`src/rtl/memwb_pipe_stage.sv`:
```
// MEM/WB pipeline register with valid/ready handshake, 2-entry skid buffer,
// synchronous flush and a writeback forwarding tap on the head entry.
module memwb_pipe_stage #(
  parameter int unsigned DATA_W = 32,
  parameter int unsigned NCH    = 3,
  parameter int unsigned RD_W   = 5,
  parameter int unsigned FWD_CH = 0
) (
  input  logic                  clk,
  input  logic                  Reset,
  input  logic                  flush,
  input  logic                  in_valid,
  output logic                  in_ready,
  input  logic [NCH*DATA_W-1:0] in_data,
  input  logic [RD_W-1:0]       in_rd,
  input  logic                  in_we,
  output logic                  out_valid,
  input  logic                  out_ready,
  output logic [NCH*DATA_W-1:0] out_data,
  output logic [RD_W-1:0]       out_rd,
  output logic                  out_we,
  output logic                  fwd_valid,
  output logic [RD_W-1:0]       fwd_rd,
  output logic [DATA_W-1:0]     fwd_data
);

  localparam int unsigned BusW = NCH * DATA_W;

  typedef enum logic [1:0] {
    StEmpty,
    StOne,
    StTwo
  } state_e;

  state_e state_q, state_d;

  logic [BusW-1:0] main_data_q, main_data_d;
  logic [RD_W-1:0] main_rd_q, main_rd_d;
  logic            main_we_q, main_we_d;

  logic [BusW-1:0] skid_data_q, skid_data_d;
  logic [RD_W-1:0] skid_rd_q, skid_rd_d;
  logic            skid_we_q, skid_we_d;

  logic accept;
  logic pop;

  // Ready comes straight from the state register, never from out_ready.
  assign in_ready  = (state_q != StTwo);
  assign out_valid = (state_q != StEmpty);
  assign accept    = in_valid & in_ready;
  assign pop       = out_valid & out_ready;

  always_comb begin
    state_d     = state_q;
    main_data_d = main_data_q;
    main_rd_d   = main_rd_q;
    main_we_d   = main_we_q;
    skid_data_d = skid_data_q;
    skid_rd_d   = skid_rd_q;
    skid_we_d   = skid_we_q;

    unique case (state_q)
      StEmpty: begin
        if (accept) begin
          main_data_d = in_data;
          main_rd_d   = in_rd;
          main_we_d   = in_we;
          state_d     = StOne;
        end
      end
      StOne: begin
        if (accept && pop) begin
          main_data_d = in_data;
          main_rd_d   = in_rd;
          main_we_d   = in_we;
        end else if (accept) begin
          skid_data_d = in_data;
          skid_rd_d   = in_rd;
          skid_we_d   = in_we;
          state_d     = StTwo;
        end else if (pop) begin
          state_d = StEmpty;
        end
      end
      StTwo: begin
        if (pop) begin
          main_data_d = skid_data_q;
          main_rd_d   = skid_rd_q;
          main_we_d   = skid_we_q;
          state_d     = StOne;
        end
      end
      default: state_d = StEmpty;
    endcase

    // Flush wins over any simultaneous accept; a same-cycle pop already left.
    if (flush) begin
      state_d   = StEmpty;
      main_we_d = 1'b0;
    end
  end

  always_ff @(posedge clk or negedge Reset) begin
    if (!Reset) begin
      state_q     <= StEmpty;
      main_data_q <= '0;
      main_rd_q   <= '0;
      main_we_q   <= 1'b0;
      skid_data_q <= '0;
      skid_rd_q   <= '0;
      skid_we_q   <= 1'b0;
    end else begin
      state_q     <= state_d;
      main_data_q <= main_data_d;
      main_rd_q   <= main_rd_d;
      main_we_q   <= main_we_d;
      skid_data_q <= skid_data_d;
      skid_rd_q   <= skid_rd_d;
      skid_we_q   <= skid_we_d;
    end
  end

  assign out_data = main_data_q;
  assign out_rd   = main_rd_q;
  // A stale write enable left in main after a pop must not leak out.
  assign out_we   = out_valid & main_we_q;

  assign fwd_valid = out_valid & out_we & (out_rd != '0);
  assign fwd_rd    = out_rd;
  assign fwd_data  = main_data_q[FWD_CH*DATA_W +: DATA_W];

endmodule

```
`config.mk`:
```
export PLATFORM = sky130hd
export DESIGN_NAME = memwb_pipe_stage
export DESIGN_NICKNAME = d
export VERILOG_FILES = /design/src/rtl/memwb_pipe_stage.sv
export SDC_FILE = /design/constraint.sdc
export NUM_CORES = 1
export LEC_CHECK = 0
export CORE_MARGIN = 1.5
export CORE_UTILIZATION = 53
export DETAILED_ROUTE_END_ITERATION = 12
export PLACE_DENSITY = 0.88
export SLEW_MARGIN = 40
export SYNTH_ARGS = -nofsm -noshare
export SYNTH_HDL_FRONTEND = slang
export SYNTH_SLANG_ARGS = --single-unit
```
`constraint.sdc`:
```
create_clock -name clk -period 2.9 [get_ports clk]
set_clock_uncertainty 0.05 [all_clocks]
set_input_delay 0.58 -clock clk [delete_from_list [all_inputs] [get_ports clk]]
set_output_delay 0.58 -clock clk [all_outputs]
set_load 0.02 [all_outputs]
```
# Word-level counts from Yosys, hierarchy flattened
# Cells that the tools add are included.
# Widths: inputs -> output; s select.
[word_totals] elab_cells=54 output_inout_bits=142 register_bits=206 input_bits=107
[classes] reduce_logical=10 n_eq_ne=11 mux=20 n_bitwise=6
[ops] operator="$mux 96" n=3
[ops] operator="$pmux 96 s3" n=1
[ops] operator="$mux 5" n=3
[ops] operator="$pmux 5 s3" n=1
[ops] operator="$mux 2" n=6
[ops] operator="$ne 3x3->1 const B" n=4
[ops] operator="$reduce_and 4->1" n=3
[ops] operator="$ne 2x2->1 const B" n=4
[ops] operator="$pmux 2 s3" n=1
[ops] operator="$and 1x1->1" n=5
[ops] operator="$reduce_bool 5->1" n=1
[ops] operator="$mux 1" n=4
[ops] operator="$ne 4x4->1 const B" n=1
[ops] operator="$reduce_bool 4->1" n=1
[ops] operator="$pmux 1 s3" n=1
[ops] operator="$reduce_and 3->1" n=1
[ops] operator="$reduce_bool 3->1" n=1
[ops] operator="$eq 2x1->1 const B" n=1
[ops] operator="$eq 2x2->1 const B" n=1
[ops] operator="$logic_not 2->1" n=1
[ops] operator="$reduce_bool 2->1" n=1
[ops] operator="$logic_and 1x1->1" n=1
[ops] operator="$not 1->1" n=1

# Depth between registers and ports, before layout
# Gate-level depths: netlist (run 1).
[logic_depth] depth_word=7 depth_mapped=5 mapped_depth_nobuf=4

# Least setup slack after synthesis (run 1)
# Ideal clock, no wire load.
[synth_timing] path_type="reg2out" startpoint="reg state_q[0]" endpoint="out fwd_valid" arrival_ns=1.232 slack_ns=1.038 stages_incl_launch_ff=4 required_ns=2.270 path_buffers=0 path_cell_list="dfrtp_1 -> or2_2 -> and2_1 -> o21a_1"
[synth_between] elab_chain_cells=4
[synth_lines] item="start: declaration" line="35" text="state_e state_q, state_d;"
[synth_lines] item="start signal: assignment" line="106" text="state_q <= StEmpty;"
[synth_lines] item="start signal: assignment" line="114" text="state_q <= state_d;"
[synth_lines] item="$reduce_bool 2->1" line="50" text="assign out_valid = (state_q != StEmpty);"
[synth_lines] item="via out_valid" line="17" text="output logic out_valid,"
[synth_lines] item="$and 1x1->1" line="127" text="assign out_we = out_valid & main_we_q;"
[synth_lines] item="via out_we" line="21" text="output logic out_we,"
[synth_lines] item="$and 1x1->1 (2 in a row)" line="129" text="assign fwd_valid = out_valid & out_we & (out_rd != '0);"
[synth_lines] item="end: declaration" line="22" text="output logic fwd_valid,"
# The timed path passes the listed nets, and every way through them passes these cells.

# Final worst setup path (run 1)
[layout_timing] startpoint="reg state_q[0]" endpoint="out out_we"
[layout_between] elab_chain_cells=2
[layout_lines] item="$reduce_bool 2->1" line="50"
[layout_lines] item="$and 1x1->1" line="127"
[layout_lines] item="end: declaration" line="21"
# No other way between the ends.

==> impl_metrics.ini, run 1 <==
[finish]
layout-drive-gt1-share_pct = 28.00
area_growth_pct = 33.13
n_antenna_cell = 0
nets = 922

[logic_synthesis]
synth_xor_area_share_pct = 0
synth_top_family_by_area = multiplexers
netlist_area_um2 = 9623
synth_top_area_share_pct = 53.57
synth_warnings = 0
synth.avg_cell_area_um2 = 15.96
synthSimpleGateAreaFrac_pct = 1.014
ys_seq_area_share_pct = 53.57
yosys.area.top_type = dfrtp_1
synthAdderAreaFrac_pct = 0
synth_compound_area_share_pct = 0.5981
ys_top_cells_by_area = dfrtp_1 (54%), mux2_1 (15%), mux2_4 (12%)
ys_ff_latch = 206
muxShareOfSynthArea_pct = 38.76
synth_fp_nets = 710
yosysUniqueCellTypes = 26
synthCells = 603

[die]
initial_core_util_pct = 53.75
fp.dieH_um = 137.7
fp.dieW_um = 137.7
core_area_um2 = 17900
die-area_um2 = 18970
row_count = 49
ios = 249

[global_routing]
grt.overflow.total = 0
grt_start_max_net_pins = 81
antenna_found_initial = 0
grt_use_total_pct = 21.83
grt_pass1_vias = 6314
grt_pass1_wl_um = 32680

[sta]
finalSetupTns_ps = 0
drv_slew = 0
tightestPinTransition_ps = 537.3
hold_violations = 0
fin_crit_ps = 2683
setup_viol_count_final = 0
relSlewSlack_pct = 64.18
fin_hold_ws_ps = 24.87
rsz0062_at_grt = no
finalCritPeriodShare_pct = 92.53
max_freq_mhz = 372.7

[worst_setup_path]
worstSetupPathType = reg -> out
crit_path_max_fanout = 8
critPathLaunchType = register
required_ps = 2270
endpoint_kind = primary output
arrival_ps = 2050
reg2reg_depth = 4

[cts]
cts_made_buffers = 23
root_buffer = clkbuf_16
worstSkewPairLatency_ps = 500
cts_sinks = 206
htree_num_levels = 1
cts_hold_buf = 0
clk_path_buf_depth = 3
cts_tree = built
clkTransAtPathRegs_ps = 60
post_cts_buffers = 0

[drt]
vias = 5606
first_pass_iters = 4
wl_per_cell_um = 19.42
drt_iter0_drc = 149
drc = 0
viasPerCell = 5.284
wl_um = 20600
postRouteAntennaNets = 0

[worst_hold_path]
holdCritPathClass = in -> async

[place]
dp_hpwl_um = 13650
gp_congestion = 0.7365
port_buffers = 248

[power_and_ir_drop]
leakagePower_nw = 5.489
pwr_density_cell_nw_per_um2 = 720.0
ir_worst_vdd_mv = 0.5286

[flow_run]
maxCapViolCount = 0

[outcome]
status = completed
## report_power, final
part           internal, mW  switching, mW
sequential             3.52          0.380
combinational          1.32          0.953
clock                  1.93           1.13
## per-stage QoR
step	setup slack [ps]	instance area [um^2]	utilization, %	std cells	power (mW)
after floorplan	1038	9623	-	603	5.224
after global placement	385.9	11990	66.99	1019	6.084
after detailed placement	331.1	11990	66.99	1019	6.222
after CTS	13.96	12810	71.55	1061	9.330
after global routing	128.8	12810	71.56	1061	9.655
final	216.7	12810	71.56	1061	9.224
## placed cells by master, fill, tap and decap left out, types with 2 or more instances in the layout
cell	netlist	final
clkdlybuf4s50_1	0	246
dfrtp_1	206	206
mux2_1	128	128
mux2_2	97	97
mux2_4	79	79
clkbuf_16	0	23
clkbuf_8	0	9
buf_12	0	7
clkinv_2	0	4
bufinv_16	0	3
clkbuf_1	0	3
nand3b_1	2	2
nand2_1	2	2
a21oi_1	2	2
a211oi_1	2	2
buf_4	45	2
## logic make-up after synthesis
kind of cell / Yosys count
muxes: 305
buffers and inverters: 72
AOI/OAI and AO/OA: 8
DFF: 206
and+or+nand+nor: 12
## sequential cells by signal (all words and copies together) (netlist names)
signal / flops
out_data: 96
skid_data_q: 96
fwd_rd: 5
skid_rd_q: 5
state_q: 2
main_we_q: 1
skid_we_q: 1
## worst max-delay path: stages, from the launching register on
cell and delay, ps:
dfrtp_1 470, or2_2 320, and2_1 200, clkdlybuf4s50_1 580
## repair_timing
| item | in CTS | in global routing |
|---|---|---|
| resized for setup | 0 | 1 |
| setup endpoints to repair | 0 | 1 |
| hold endpoints to repair | 0 | 0 |
## final timing paths
kind / from / endpoint / slack (ps)
setup / recovery: state_q[0] / out_we / 220
hold / removal: Reset / out_data[84] / 20
setup reg to reg: state_q[1] / out_data[53] / 910
hold reg to reg: skid_data_q[52] / skid_data_q[52] / 430
max in group asynchronous: Reset / skid_data_q[75] / 1960
min in group clk: skid_data_q[52] / skid_data_q[52] / 430
## final cells by class
class | instances | area [um^2]
sequential | 206 | 5155
fill | 1106 | 5091
multi-input combinational | 325 | 3902
timing repair buffer | 257 | 2644
clock buffer | 34 | 696.9
tap | 229 | 286.5
clock inverter | 8 | 118.9
inverter | 2 | 7.507
## synth_stat cells, drive strengths merged
library cell    n
or2             1
o21a            1
o21ai           1
and2            1
mux2i           1
or4             1
a211oi          2
mux2          304
a21oi           2
nor2b           2
inv             2
o21ba           1
dfrtp         206
nand2b          1
o211a           1
nor3b           1
or3b            1
nand3b          2
nand2           2
buf            70
## metal layers
metal  up-vias  track usage (%)  wire length, um
met2       182            38.00            10090
met1      2865            26.59             8441
li1       2529                -                -
met5         -                0                0
met3        30            6.586             1658
met4         0            5.324              412
Power figures use the tool's default switching activity.
==> run 2, diff against run 1 <==
SETUP_SLACK_MARGIN = 0.15   (was not set)
==> impl_metrics.ini, run 2 (same netlist as run 1, synthesis figures left out) <==
[outcome]
status = completed

[finish]
register_area_um2 = 5155
multi_input_area_um2 = 3902
final_cell_mix = clkdlybuf4s50_1 (245), dfrtp_1 (206), mux2_1 (128), mux2_2 (97), mux2_4 (79)
layout-drive-gt1-share_pct = 28.00
fin_cells = 1061
area_growth_pct = 33.12
final_common_cell = clkdlybuf4s50_1
post-route-util_pct = 71.55
n_antenna_cell = 0
fillers = 1109
nets = 922

[drt]
drt_iter0_drc = 149
drc = 0
postRouteAntennaNets = 0
vias = 5607
viasPerCell = 5.285
wl_per_cell_um = 19.42
first_pass_iters = 4
wl_um = 20600

[worst_setup_path]
worstSetupPathType = reg -> out
rrSetupSlack_ps = 910
crit_path_max_fanout = 4
reg2reg_depth = 4
endpoint_kind = primary output
required_ps = 2270
worstReg2RegStart = state_q[1]
arrival_ps = 2000
reg2reg_to = out_data[53]
critPathLaunchType = register

[power_and_ir_drop]
total_power_mw = 9.224
leakagePower_nw = 5.494
pwr_density_cell_nw_per_um2 = 720.0
ir_worst_vdd_mv = 0.5286

[die]
die-area_um2 = 18970
fp.dieW_um = 137.7
initial_core_util_pct = 53.75
ios = 249
core_area_um2 = 17900
row_count = 49
fp.dieH_um = 137.7

[sta]
tightestPinTransition_ps = 535.3
fin_crit_ps = 2625
finalCritPeriodShare_pct = 90.53
drv_slew = 0
hold_violations = 0
relSlewSlack_pct = 64.32
rsz0062_at_grt = no
finalSetupTns_ps = 0
setup_viol_count_final = 0
max_freq_mhz = 380.9

[cts]
clk_path_buf_depth = 3
cts_sinks = 206
cts_tree = built
root_buffer = clkbuf_16
clkTransAtPathRegs_ps = 60
cts_made_buffers = 23
htree_num_levels = 1
post_cts_buffers = 0
worstSkewPairLatency_ps = 500
cts_hold_buf = 0

[global_routing]
antenna_found_initial = 0
grt.overflow.total = 0
grt_pass1_wl_um = 32680
grt_use_total_pct = 21.83
grt_pass1_vias = 6314
grt_start_max_net_pins = 81

[place]
port_buffers = 248
dp.cells = 1019
gp_congestion = 0.7365
dp_hpwl_um = 13650

[flow_run]
maxCapViolCount = 0

[worst_hold_path]
holdCritPathClass = in -> async
run 2: cell types whose count changed in the layout (fill, tap and decap cells not counted):
cell | previous run | this run
dlygate4sd2_1 | 0 | 1
clkdlybuf4s50_1 | 246 | 245
run 2: cell type report:
cell class / instances / area share, %
clock buffer: 34 / 5.441
multi-input combinational: 325 / 30.46
clock inverter: 8 / 0.9279
inverter: 2 / 0.05861
tap: 229 / 2.237
timing repair buffer: 257 / 20.63
sequential: 206 / 40.24
run 2: repair_timing:
action                                  in CTS  in global routing
pin swaps                                    0                  0
endpoints found under the setup margin       1                  1
gates resized for setup                      1                  1
run 2: worst max-delay path, stage by stage (launching register included):
cell	delay [ps]
dfrtp_1	440
or4_1	540
o21a_1	180
dlygate4sd2_1	330
run 2: power breakdown:
part	leakage (nW)	internal (mW)	switching (mW)	total, mW
combinational	2.64	1.32	0.953	2.27
sequential	2.45	3.52	0.381	3.90
clock	0.407	1.93	1.13	3.05
run 2: stage by stage:
| step | setup WS, ps | instance area [um^2] | hold slack (ps) |
|---|---|---|---|
| 2_1_floorplan | 1038 | 9623 | 234.4 |
| 3_3_place_gp | 385.9 | 11990 | 411.2 |
| 3_5_place_dp | 331.1 | 11990 | 420.8 |
| 4_1_cts | 174.8 | 12810 | 23.29 |
| 5_1_grt | 218.0 | 12810 | 48.52 |
| 6_report | 274.8 | 12810 | 24.85 |
run 2: per-layer routing:
layer	global-route usage, %	part of all wire [%]
met5	0	0
met4	5.324	2.0
met3	6.586	8.1
met2	38.00	49
met1	26.59	41
run 2: worst max path at each step:
| stage | end | depth (start not counted) | slack (ps) | start |
|---|---|---|---|---|
| 2_1_floorplan | fwd_valid | 3 | 1040 | state_q[0] |
| 3_3_place_gp | out_data[95] | 5 | 390 | out_ready |
| 3_5_place_dp | fwd_rd[4] | 5 | 330 | out_ready |
| 4_1_cts | out_we | 3 | 170 | state_q[0] |
| 5_1_grt | fwd_valid | 3 | 220 | fwd_rd[0] |
| 6_report | fwd_valid | 3 | 270 | fwd_rd[0] |
